==> config.mk <==
export PLATFORM = sky130hd
export DESIGN_NAME = in_byte_framer
export DESIGN_NICKNAME = d
export VERILOG_FILES = /design/src/rtl/in_byte_framer.sv
export SDC_FILE = /design/constraint.sdc
export NUM_CORES = 1
export LEC_CHECK = 0
export CORE_ASPECT_RATIO = 1.25
export CORE_MARGIN = 5
export CORE_UTILIZATION = 50
export CTS_BUF_LIST = sky130_fd_sc_hd__clkbuf_16
export CTS_CLUSTER_SIZE = 28
export DETAILED_ROUTE_END_ITERATION = 7
export PLACE_DENSITY_LB_ADDON = 0.12
export SYNTH_ARGS = -nofsm -noshare
export SYNTH_HDL_FRONTEND = slang
export SYNTH_SLANG_ARGS = --single-unit
export TNS_END_PERCENT = 50
==> constraint.sdc <==
create_clock -name CLK -period 2.9 [get_ports CLK]
set_input_delay 0.29 -clock CLK [delete_from_list [all_inputs] [get_ports CLK]]
set_output_delay 0.29 -clock CLK [all_outputs]
set_load 0.01 [all_outputs]
==> src/rtl/in_byte_framer.sv <==
// Input framer: strips HDR/LEN/CSUM framing from a raw byte stream, queues payload
// bytes with SOF/EOF tags in a small FIFO, and flags bad lengths and checksums.
module in_byte_framer #(
  parameter logic [7:0] HDR    = 8'hA5,
  parameter int         MAXLEN = 16,
  parameter int         DEPTH  = 4
) (
  input  logic       CLK,
  input  logic       RST,
  input  logic [7:0] IN_DATA,
  input  logic       IN_VALID,
  output logic       IN_READY,
  output logic [7:0] OUT_DATA,
  output logic       OUT_VALID,
  input  logic       OUT_READY,
  output logic       OUT_SOF,
  output logic       OUT_EOF,
  output logic       ERR_LEN,
  output logic       ERR_CSUM,
  output logic [7:0] FRAME_CNT
);

  localparam int         AW       = $clog2(DEPTH);
  localparam logic [7:0] MAXLEN_B = 8'(MAXLEN);

  typedef enum logic [1:0] {S_IDLE, S_LEN, S_PAYLOAD, S_CSUM} state_t;

  state_t      state_q, state_d;
  logic [7:0]  rem_q, rem_d;
  logic [7:0]  sum_q, sum_d;
  logic [7:0]  cnt_q, cnt_d;
  logic        first_q, first_d;
  logic        err_len_q, err_len_d;
  logic        err_csum_q, err_csum_d;
  logic [9:0]  mem_q [DEPTH];
  logic [AW:0] wr_ptr_q, rd_ptr_q;
  logic [9:0]  head;
  logic        accept, push, pop, empty, full, len_ok;

  assign len_ok = (IN_DATA != 8'd0) && (IN_DATA <= MAXLEN_B);
  assign accept = IN_VALID && IN_READY;
  assign empty  = (wr_ptr_q == rd_ptr_q);
  assign full   = (wr_ptr_q[AW] != rd_ptr_q[AW]) &&
                  (wr_ptr_q[AW-1:0] == rd_ptr_q[AW-1:0]);

  always_ff @(posedge CLK) begin
    if (RST) state_q <= S_IDLE;
    else     state_q <= state_d;
  end

  always_comb begin
    state_d = state_q;
    if (accept) begin
      unique case (state_q)
        S_IDLE:    if (IN_DATA == HDR) state_d = S_LEN;
        S_LEN:     state_d = len_ok ? S_PAYLOAD : S_IDLE;
        S_PAYLOAD: if (rem_q == 8'd1) state_d = S_CSUM;
        S_CSUM:    state_d = S_IDLE;
        default:   state_d = S_IDLE;
      endcase
    end
  end

  // Full is taken from registered pointers only, so OUT_READY never reaches IN_READY.
  always_comb begin
    IN_READY = !RST && !((state_q == S_PAYLOAD) && full);
    push     = accept && (state_q == S_PAYLOAD);
  end

  always_comb begin
    rem_d      = rem_q;
    sum_d      = sum_q;
    first_d    = first_q;
    cnt_d      = cnt_q;
    err_len_d  = 1'b0;
    err_csum_d = 1'b0;
    if (accept) begin
      unique case (state_q)
        S_LEN: begin
          if (len_ok) begin
            rem_d   = IN_DATA;
            sum_d   = 8'd0;
            first_d = 1'b1;
          end else begin
            err_len_d = 1'b1;
          end
        end
        S_PAYLOAD: begin
          rem_d   = rem_q - 8'd1;
          sum_d   = sum_q + IN_DATA;
          first_d = 1'b0;
        end
        S_CSUM: begin
          if (IN_DATA == sum_q) cnt_d = cnt_q + 8'd1;
          else                  err_csum_d = 1'b1;
        end
        default: ;
      endcase
    end
  end

  always_ff @(posedge CLK) begin
    if (RST) begin
      rem_q      <= 8'd0;
      sum_q      <= 8'd0;
      cnt_q      <= 8'd0;
      first_q    <= 1'b0;
      err_len_q  <= 1'b0;
      err_csum_q <= 1'b0;
      wr_ptr_q   <= '0;
      rd_ptr_q   <= '0;
    end else begin
      rem_q      <= rem_d;
      sum_q      <= sum_d;
      cnt_q      <= cnt_d;
      first_q    <= first_d;
      err_len_q  <= err_len_d;
      err_csum_q <= err_csum_d;
      if (push) wr_ptr_q <= wr_ptr_q + 1'b1;
      if (pop)  rd_ptr_q <= rd_ptr_q + 1'b1;
    end
  end

  // Entry layout: {sof, eof, data}.
  always_ff @(posedge CLK) begin
    if (push) mem_q[wr_ptr_q[AW-1:0]] <= {first_q, (rem_q == 8'd1), IN_DATA};
  end

  assign head      = mem_q[rd_ptr_q[AW-1:0]];
  assign OUT_VALID = !RST && !empty;
  assign pop       = OUT_VALID && OUT_READY;
  assign OUT_DATA  = OUT_VALID ? head[7:0] : 8'd0;
  assign OUT_SOF   = OUT_VALID && head[9];
  assign OUT_EOF   = OUT_VALID && head[8];
  assign ERR_LEN   = err_len_q;
  assign ERR_CSUM  = err_csum_q;
  assign FRAME_CNT = cnt_q;

endmodule
Word-level counts from Yosys, hierarchy flattened
Memories as Yosys holds them, arrays and structs flattened. A register that Yosys moved wholly into a read port is not among the register bits.
Cells that the tools add are included.
{"block": "word_totals", "memories": 1, "out_inout_bits": 22, "ram_bits": 40, "regBits": 35}
{"block": "op_classes", "n_lt_le_gt_ge": 1, "n_reduce_logical": 21, "addsub": 5, "muxes": 17, "bitwise": 3, "eq_ne": 12}
{"name": "mem_q", "words": 4, "width": 10, "read_ports": 1, "rd_ports_with_merged_regs": 1, "write_ports": 1, "line_no": "35", "rtl": "logic [9:0] mem_q [DEPTH];"}
{"operator": "8-bit case mux with 2 select lines", "n": 2}
{"operator": "8-bit 2-to-1 mux", "n": 3}
{"operator": "1-bit logical AND", "n": 10}
{"operator": "2-bit 2-to-1 mux", "n": 5}
{"operator": "3-bit AND reduction", "n": 3}
{"operator": "8-bit by 1-bit adder with 8-bit output, second input constant", "n": 1}
{"operator": "8-bit adder", "n": 1}
{"operator": "8-bit by 1-bit equality test with 1-bit output, second input constant", "n": 1}
{"operator": "8-bit equality test", "n": 1}
{"operator": "8-bit equality test, second input constant", "n": 1}
{"operator": "8-bit by 5-bit less-or-equal comparator with 1-bit output, second input constant", "n": 1}
{"operator": "2-bit case mux with 4 select lines", "n": 1}
{"operator": "8-bit nonzero test", "n": 1}
{"operator": "8-bit by 1-bit subtractor with 8-bit output, second input constant", "n": 1}
{"operator": "3-bit by 1-bit adder with 3-bit output, second input constant", "n": 2}
{"operator": "2-bit != test, second input constant", "n": 3}
{"operator": "3-bit OR reduction", "n": 2}
{"operator": "1-bit 2-to-1 mux", "n": 5}
{"operator": "2-bit equality test, second input constant", "n": 2}
{"operator": "3-bit equality test", "n": 1}
{"operator": "1-bit zero test", "n": 3}
{"operator": "1-bit inverter", "n": 3}
{"operator": "2-bit by 1-bit equality test with 1-bit output, second input constant", "n": 1}
{"operator": "2-bit equality test", "n": 1}
{"operator": "4 further kinds", "n": 4}

Logic depth before layout (Yosys ltp)
{"block": "depth", "word_depth": 9, "ltp_mapped": 8, "ltp_nobuf": 8}

Least setup slack after synthesis
OpenSTA, ideal clock, no wires.
{"block": "synth_path", "kind": "input port to flip-flop", "from": "in IN_DATA[5]", "to": "reg cnt_q[6], in the netlist FRAME_CNT[6]", "cell_stages": 7, "n_path_buf": 0, "t_arrival_ps": 1967, "setup_ps": 128, "setup_slack_ps": 805, "t_required_ps": 2772, "cell_sequence": "ha_1 -> or4_4 -> nor4_4 -> and3_1 -> nand4_1 -> xor2_1 -> nor2_1"}
{"block": "synth_via", "elab_chain_len": 2}
{"item": "from (decl)", "line_no": "10", "rtl": "input logic [7:0] IN_DATA,"}
{"item": "8-bit equality test", "line_no": "94", "rtl": "if (IN_DATA == sum_q) cnt_d = cnt_q + 8'd1;"}
{"item": "3-bit AND reduction (no line)"}
{"item": "to (signal assigned)", "line_no": "115", "rtl": "cnt_q <= cnt_d;"}
{"item": "to (decl)", "line_no": "31", "rtl": "logic [7:0] cnt_q, cnt_d;"}
No other way between the ends.
A chain may end at the register's enable or synchronous reset.

Worst setup path after layout
{"block": "layout_path", "from": "reg wr_ptr_q[0]", "to": "out OUT_DATA[5]"}
{"block": "layout_via", "elab_chain_len": 4}
{"item": "from (decl)", "line_no": "36", "rtl": "logic [AW:0] wr_ptr_q, rd_ptr_q;"}
{"item": "from (signal assigned)", "line_no": "119", "rtl": "if (push) wr_ptr_q <= wr_ptr_q + 1'b1;"}
{"item": "3-bit equality test", "line_no": "42", "rtl": "assign empty = (wr_ptr_q == rd_ptr_q);"}
{"item": "1-bit zero test", "line_no": "130", "rtl": "assign OUT_VALID = !RST && !empty;"}
{"item": "1-bit logical AND", "line_no": "130"}
{"item": "8-bit 2-to-1 mux", "line_no": "132", "rtl": "assign OUT_DATA = OUT_VALID ? head[7:0] : 8'd0;"}
{"item": "to (decl)", "line_no": "13", "rtl": "output logic [7:0] OUT_DATA,"}
No other way between the ends.

==> results.txt <==
clock skew: 0.00583 ns
Fin. Hold Viols: 0
HP Class: flop to flop
Chip Height: 105 um
Placeable Area: 6980 um2
worst setup margin: 0.363 ns
Antenna Cells: 0
Setup-failing EPs final: 0
DR pass1 iterations: 5
kind of critical path: flop to primary output
multi-input combinational cell area: 1570 um2
Final nets: 388
worst-path fanout max: 14
GP Congestion: 0.827
post-CTS sizing: 0
Post-synth EDFFs: 40
global-route wire length before repair: 12.6 mm
synthesized area per cell: 11.4 um2
startpoint types: flop
Post-Layout Inst Area: 4430 um2
Synth cell types: 47
Clock H-tree levels: 3
GRT Total Usage: 17.9%
I/O Pins: 34
Yosys top cell area share: 33.4%
post-layout util: 63.5%
worst-margin pin slew: 0.579 ns
global route overflow: 0
synth warn: 0
Detail Route Antenna Nets: 0
Max Slew Vio Count: 0
placed cells: 439
minimum clock period: 2.54 ns
die area: 9000 um2
initial core utilization: 51.5%
setup TNS: 0 ns
peak supply drop: 0.427 mV
vias in the first global route: 2,534
routed len/inst: 16.2 um
Cells after Synth: 315
fin cells: 455
CTS clk-pin slew, worst paths: 0.06 ns
Leak: 1.68 nW
Place WS: 0.291 ns
Worst setup EP type: primary output
area post-placement: 4090 um2
commonest non-fill, non-tap cell in the layout: edfxtp_1
FILL cells: 577
Register Area: 1940 um2
share of layout cells above drive strength 1: 12.1%
DP HPWL: 5.16 mm
clk buf depth: 2
initial drt markers: 152
Worst EP arrival: 2.25 ns
Reg2Reg Setup Slack: 0.82 ns
Max-slew headroom: 61.4%
vias: 2,547
Area Growth Syn to Fin: 23.2%
CP required: 2.61 ns
cell area after synthesis: 3600 um2
max cap viols: 0
Worst-Skew Late Latency: 0.33 ns
#FFs+latches synth: 77
Post-CTS Setup Repair Bufs: 0
FP Rows: 34
initial antenna violation count: 0
fmax: 394 MHz
main flop type after synthesis: edfxtp_1
register area share after synthesis: 54.0%
Synth Net Count: 343
status: finished clean
Total Wirelength: 7.37 mm
unrepaired setup endpoints after global routing: no
post-route clock period utilization: 87.5%
port bufs: 33
Chip Width: 85.9 um
CTS Buf Count: 9
# clock sinks: 77
Post-CTS Hold Buffers: 0
most frequent cells in the layout: edfxtp_1, nor2_1, dfxtp_1, clkdlybuf4s50_1, a21oi_1
area leader, netlist: edfxtp_1
CTS tree: yes
Power per Cell Area: 554 nW/um2
largest net degree at the start of global routing: 20
asr flop ratio synth: 0%
Remaining DRCs: 0
Root Buffer: clkbuf_16
vias per std cell: 5.60
main area contributors after synthesis: edfxtp_1, dfxtp_1, mux4_2
sequential cells by signal, indices dropped and copies added (netlist names), named ones only:
| register | flops |
|---|---|
| ERR_CSUM | 1 |
| ERR_LEN | 1 |
| FRAME_CNT | 8 |
| first_q | 1 |
| mem_q | 40 |
| rd_ptr_q | 3 |
| rem_q | 8 |
| state_q | 1 |
| sum_q | 8 |
| wr_ptr_q | 3 |
logic make-up (layout without fill, tap and decap cells):
family | count (synthesis) | count (layout) | share of synthesized area, %
AO/OA/AOI/OAI | 46 | 46 | 8.35
adder cells (fa/ha/maj) | 16 | 16 | 5.78
flip-flops | 77 | 77 | 54.0
XOR/XNOR | 21 | 21 | 5.11
buffers and inverters | 22 | 72 | 2.44
multiplexers | 12 | 12 | 6.82
AND/OR/NAND/NOR | 121 | 121 | 17.5
path summary, 6_finish.rpt:
kind         cells after the start            to         from
min                              2      sum_q[4]     sum_q[4]
max                              5   OUT_DATA[5]  wr_ptr_q[0]
max reg2reg                      7  FRAME_CNT[6]     sum_q[5]
min reg2reg                      2      sum_q[4]     sum_q[4]
report_power, final:
part / total [mW] / leakage (nW) / switching (mW) / internal (mW)
Combinational: 0.0839 / 0.863 / 0.0469 / 0.0371
Sequential: 1.14 / 0.650 / 0.0000271 / 1.14
Clock: 1.23 / 0.167 / 0.427 / 0.802
Total: 2.46 / 1.68 / 0.474 / 1.98
layout make-up:
cell class | count | area share (%)
sequential | 77 | 43.8
multi-input combinational | 216 | 35.4
timing repair buffer | 48 | 10.0
clock buffer | 10 | 5.65
tap | 90 | 2.54
clock inverter | 6 | 1.92
inverter | 8 | 0.678
per-stage QoR:
| step | power, mW | hold WS (ns) |
|---|---|---|
| finish | 2.46 | 0.494 |
| global route | 2.53 | 0.516 |
| CTS | 2.47 | 0.500 |
| detailed placement | 1.25 | 0.487 |
| global placement | 1.25 | 0.476 |
| floorplan | 1.20 | 0.389 |
worst max-delay path: stages (launching register included):
cell             delay [ns]
dfxtp_1                0.43
xor2_1                 0.27
nor2_1                 0.06
nand2_1                0.36
and3_1                 0.24
clkdlybuf4s50_1        0.55
synthesized netlist by cell type, types with 2 or more instances:
cell type,count
nand3b_1,5
mux4_2,10
o21ai_0,6
edfxtp_1,40
a31oi_1,2
or4_1,2
and2_1,5
buf_2,4
a32o_1,2
clkbuf_1,9
xnor2_1,8
xor2_1,13
nand3_1,6
nand2b_1,2
or3_1,3
a21o_1,2
nand4_1,3
dfxtp_1,37
a22oi_1,3
inv_1,8
nor4_1,4
and3_1,14
mux2i_1,2
nor2b_1,3
nand2_1,20
ha_1,15
nor3_1,10
nor2_1,38
a21oi_1,21
routing by layer:
metal | up-vias | global-route usage, % | share of wire (%)
li1 | 1248 | - | -
met1 | 1238 | 22.6 | 43
met2 | 49 | 29.9 | 51
met3 | 12 | 3.46 | 4.6
met4 | 0 | 7.01 | 1.4
met5 | - | 0 | 0
(Power assumes the default switching activity.)
